### config.mk
export PLATFORM = sky130hd
export DESIGN_NAME = door_lock_supervisor
export DESIGN_NICKNAME = d
export VERILOG_FILES = /design/src/rtl/door_lock_supervisor.sv
export SDC_FILE = /design/constraint.sdc
export NUM_CORES = 1
export LEC_CHECK = 0
export CORE_MARGIN = 4
export CORE_UTILIZATION = 45
export DETAILED_ROUTE_END_ITERATION = 12
export GPL_TIMING_DRIVEN = 1
export PLACE_DENSITY = 0.64
export SLEW_MARGIN = 10
export SYNTH_ARGS = -nofsm -noshare
export SYNTH_HDL_FRONTEND = slang
export SYNTH_SLANG_ARGS = --single-unit
### constraint.sdc
create_clock -name clk -period 3.4 [get_ports clk]
set_clock_uncertainty 0.2 [all_clocks]
set_input_delay 1.02 -clock clk [delete_from_list [all_inputs] [get_ports clk]]
set_output_delay 1.02 -clock clk [all_outputs]
set_load 0.03 [all_outputs]
### src/rtl/door_lock_supervisor.sv
// -----------------------------------------------------------------------------
// door_lock_supervisor
//
// Downstream stage of the serial-code door lock. Turns the lock's unlock/error
// outputs into a timed door-release drive, counts consecutive failed attempts
// and, after MAX_FAIL of them, holds a timed lockout during which every attempt
// is ignored.
//
// Optional feature macro: DOOR_ALARM_EN
//   defined   -> alarm is a registered copy of the lockout indication
//   undefined -> alarm is tied low and no alarm register exists
//
// Ports
//   clk         in   system clock, all state changes on the rising edge
//   reset       in   asynchronous, active-low reset
//   unlock      in   unlock indication from the lock (pulse or level)
//   error       in   error indication from the lock (pulse or level)
//   door_open   out  door-release drive (state == OPEN)
//   locked_out  out  high while in lockout (state == LOCKOUT)
//   alarm       out  lockout alarm (see macro above)
//   fail_count  out  current consecutive-failure count
//   dbg_state   out  raw FSM state register for observation
//
// Input handshake: there is no valid/ready pair. unlock and error are treated
// as level signals whose 0->1 transitions (seen against a registered copy) are
// the events; a level held high is one event, and a level already high on the
// first clock after reset is an event because the copies reset to 0.
// -----------------------------------------------------------------------------
module door_lock_supervisor #(
  parameter int MAX_FAIL       = 3,
  parameter int FAIL_W         = 2,
  parameter int OPEN_CYCLES    = 10,
  parameter int LOCKOUT_CYCLES = 20,
  parameter int CNT_W          = 8
) (
  input  logic              clk,
  input  logic              reset,
  input  logic              unlock,
  input  logic              error,
  output logic              door_open,
  output logic              locked_out,
  output logic              alarm,
  output logic [FAIL_W-1:0] fail_count,
  output logic [1:0]        dbg_state
);

  typedef enum logic [1:0] {
    S_IDLE    = 2'd0,
    S_OPEN    = 2'd1,
    S_LOCKOUT = 2'd2
  } state_e;

  localparam logic [FAIL_W-1:0] MAX_FAIL_C = FAIL_W'(MAX_FAIL);
  localparam logic [CNT_W-1:0]  OPEN_LOAD  = CNT_W'(OPEN_CYCLES - 1);
  localparam logic [CNT_W-1:0]  LOCK_LOAD  = CNT_W'(LOCKOUT_CYCLES - 1);

  state_e            state_q, state_d;
  logic [CNT_W-1:0]  timer_q, timer_d;
  logic [FAIL_W-1:0] fail_q, fail_d;
  logic              unlock_q, error_q;

  logic              unlock_ev, error_ev;
  logic [FAIL_W-1:0] fail_inc;
  logic [CNT_W-1:0]  timer_dec;

  // Edge registers keep tracking the inputs in every state, including lockout,
  // so a level still high when lockout ends does not count as a new event.
  always_ff @(posedge clk or negedge reset) begin
    if (!reset) begin
      unlock_q <= 1'b0;
      error_q  <= 1'b0;
    end else begin
      unlock_q <= unlock;
      error_q  <= error;
    end
  end

  always_ff @(posedge clk or negedge reset) begin
    if (!reset) begin
      state_q <= S_IDLE;
      timer_q <= '0;
      fail_q  <= '0;
    end else begin
      state_q <= state_d;
      timer_q <= timer_d;
      fail_q  <= fail_d;
    end
  end

  always_comb begin
    unlock_ev = unlock & ~unlock_q;
    error_ev  = error & ~error_q;
    // Saturating increment: the count parks at MAX_FAIL and never wraps.
    fail_inc  = (fail_q < MAX_FAIL_C) ? fail_q + 1'b1 : fail_q;
    timer_dec = (timer_q != '0) ? timer_q - 1'b1 : '0;

    state_d = state_q;
    timer_d = timer_q;
    fail_d  = fail_q;

    case (state_q)
      S_IDLE: begin
        // Error takes priority; a simultaneous unlock is dropped.
        if (error_ev) begin
          fail_d = fail_inc;
          if (fail_inc == MAX_FAIL_C) begin
            state_d = S_LOCKOUT;
            timer_d = LOCK_LOAD;
          end
        end else if (unlock_ev) begin
          state_d = S_OPEN;
          timer_d = OPEN_LOAD;
          fail_d  = '0;
        end
      end

      S_OPEN: begin
        if (error_ev) begin
          // Abort the open immediately and count the failure.
          fail_d = fail_inc;
          if (fail_inc == MAX_FAIL_C) begin
            state_d = S_LOCKOUT;
            timer_d = LOCK_LOAD;
          end else begin
            state_d = S_IDLE;
            timer_d = '0;
          end
        end else if (unlock_ev) begin
          // Retrigger, including on the cycle the timer has reached zero.
          timer_d = OPEN_LOAD;
        end else if (timer_q == '0) begin
          state_d = S_IDLE;
        end else begin
          timer_d = timer_dec;
        end
      end

      S_LOCKOUT: begin
        // Events are ignored here; only the timer matters.
        if (timer_q == '0) begin
          state_d = S_IDLE;
          fail_d  = '0;
        end else begin
          timer_d = timer_dec;
        end
      end

      default: begin
        state_d = S_IDLE;
        timer_d = '0;
        fail_d  = '0;
      end
    endcase
  end

  // Outputs come from registers only; no combinational path from the inputs.
  assign door_open  = (state_q == S_OPEN);
  assign locked_out = (state_q == S_LOCKOUT);
  assign fail_count = fail_q;
  assign dbg_state  = state_q;

`ifdef DOOR_ALARM_EN
  logic alarm_q;

  // Registered from the next state so it lines up cycle-for-cycle with
  // locked_out. An unlock attempt during lockout would latch the alarm until
  // lockout ends, which this already does.
  always_ff @(posedge clk or negedge reset) begin
    if (!reset) begin
      alarm_q <= 1'b0;
    end else begin
      alarm_q <= (state_d == S_LOCKOUT);
    end
  end

  assign alarm = alarm_q;
`else
  assign alarm = 1'b0;
`endif

endmodule

==> results.yml <==
grt:
  grt_pass1_vias: 780
  grt_max_degree: 15
  overflow: 0
  antenna_found_initial: 0
  grt_usage: 0.177
  grt_pass1_wl_um: 3660
critical_path:
  reg2reg_depth: 6
  path_cells: "nor2b_1 -> clkdlybuf4s50_1"
  worst_ep_arrival_time_ps: 1830
  path_class: "reg -> out"
  cp_slowest_stage_delay_ps: 730
  cp-end-kind: "output port"
  cp_data_required_time_ps: 2180
  slowest_stage: "clkdlybuf4s50_1"
  regToRegSetupSlack_ps: 1330
  r2r-start: "timer_q[0]"
  crit_path_start_kind: "register"
  r2r_end: "timer_q[3]"
  critPathMaxFanout: 10
floorplan:
  rows: 16
  die-area_um2: 2850
  chipWidth_um: 53.4
  core_area_um2: 1960
  start_util: 0.473
  die_h_um: 53.4
  pin_count: 11
sta:
  setup_viol: 0
  period_share: 0.898
  fin_hold_ws_ps: 372
  final_max_slew_viol_count: 0
  rsz0062_at_grt: "no"
  slew_headroom: 0.590
  tightest_slew_ps: 613
  finalWorstSetupSlack_ps: 346
  max_freq_mhz: 327
  period_minus_slack_ps: 3050
  hold_violations: 0
  tns_ps: 0
clocking:
  cts_max_level: 1
  hold_buffers: 0
  cts_buffers: 3
  ctsResizeCount: 0
  insertion_delay_ps: 290
  tritoncts: "built"
  cts_root_buffer: "clkbuf_4"
  cts_buffer_depth: 2
  clock_sinks: 14
  cts_setup_buffers: 0
  clk_pin_slew_ps: 90
yosys:
  ys_ff_latch: 14
  synth_area_um2: 927
  syn_inst: 106
  syn_avg_cell_area_um2: 8.75
  synth.top_cell.area_share: 0.378
  yosysTopAreaCell: "dfrtp_1"
  synth.distinct_cells: 41
  synth-async-reset-ratio: 1.00
  synthesis.nets: 111
  yosys_warnings: 0
  synth_area_leaders: "dfrtp_1, a21oi_1, nand2_1, a31oi_1, o211ai_1"
  synth-main-ff-cell: "dfrtp_1"
  synth-edff-count: 0
  ys_seq_area_frac: 0.378
pwr:
  cellPowerDensity_nw_per_um2: 952
  power_leakage_uw: 0.000409
  p_total_uw: 997
  worst_ir_drop_vdd_mv: 0.561
status:
  status: "completed"
routing:
  avgViaCountPerCell: 5.96
  ant_nets: 0
  drc: 0
  wire_per_inst_um: 14.8
  wirelength_um: 2050
  vias: 829
  dr.pass1.iters: 4
  drt_iter0_drc: 36
min_path:
  min_to: "fail_count[0]"
  min_path_type: "reg -> reg"
  whs_path_depth: 1
  hold_path.startpoint: "fail_count[0]"
finish:
  final_common_cell: "dfrtp_1"
  syn2layout_area_growth_pct: 13.0
  drive_gt1_frac: 0.0893
  insertedDiodeCount: 0
  final_net_count: 118
  final_cell_area_um2: 1050
  mostFrequentLayoutCells: "dfrtp_1, nand2_1, clkdlybuf4s50_1"
  fillCellCount: 193
placement:
  gp_congestion: 0.861
  port_buffers: 9
  place_area_um2: 1010
  dpl.hpwl_um: 1530
  pre_cts_ws_ps: 545
run:
  maxCapViolations: 0
state kept, by name, summed over array words and instances (netlist names):
name        cells
fail_count      2
dbg_state       2
error_q         1
timer_q         8
unlock_q        1
power by group:
group / leakage, uW / switching (uW) / internal [uW]
Sequential: 0.000176 / 109 / 224
Clock: 0.0000210 / 55.0 / 65.3
Combinational: 0.000212 / 311 / 232
Total: 0.000409 / 475 / 521
final cells by class:
class | count | area, um2 | area share
multi-input cells | 79 | 514 | 0.491
flip-flops and latches | 14 | 350 | 0.335
repair buffers | 9 | 90.1 | 0.0860
clock buffers | 4 | 36.3 | 0.0346
well taps | 27 | 33.8 | 0.0323
inverters | 6 | 22.5 | 0.0215
kinds of logic after synthesis:
logic type      share of synthesized area
simple gates                        0.240
fa+ha+maj                          0.0135
xor+xnor                          0.00945
compound gates                      0.277
flops                               0.378
buf+inv                            0.0675
mux                                0.0108
other cells                       0.00404
worst max path at each step:
stage / from / endpoint / slack, ps
2_1_floorplan: dbg_state[0] / door_open / 890
3_3_place_gp: error / timer_q[4] / 650
3_5_place_dp: error / timer_q[4] / 550
4_1_cts: dbg_state[0] / door_open / 330
5_1_grt: dbg_state[0] / door_open / 240
6_report: dbg_state[0] / door_open / 350
cell usage after synthesis, drive strengths merged, types with 3 or more instances:
| library cell | count |
|---|---|
| dfrtp | 14 |
| nand2 | 10 |
| a21oi | 8 |
| inv | 6 |
| a31oi | 5 |
| nand3 | 5 |
| nor3 | 5 |
| buf | 4 |
| nor2 | 4 |
| o211ai | 4 |
| o21ai | 4 |
| clkbuf | 3 |
| nand2b | 3 |
| nor2b | 3 |
stage by stage:
stage / util / instances
final: 0.534 / 139
after global routing: 0.534 / 139
after CTS: 0.534 / 139
after detailed placement: 0.515 / 135
after global placement: 0.515 / 135
after floorplan: - / 106
critical path: cells and delay by family (launching register included):
family                 cells  cell delay, ps
buffers and inverters      1             730
flip-flops                 1             530
AND/OR/NAND/NOR            1             300
metal layers:
layer	wire [um]	part of all wire	vias to the layer above	GRT usage
met5	0	0	-	0
met4	44	0.021	0	0.0638
met3	147	0.072	4	0.0620
met2	871	0.42	33	0.257
met1	989	0.48	381	0.240
li1	-	-	411	-
(Power assumes the default switching activity.)
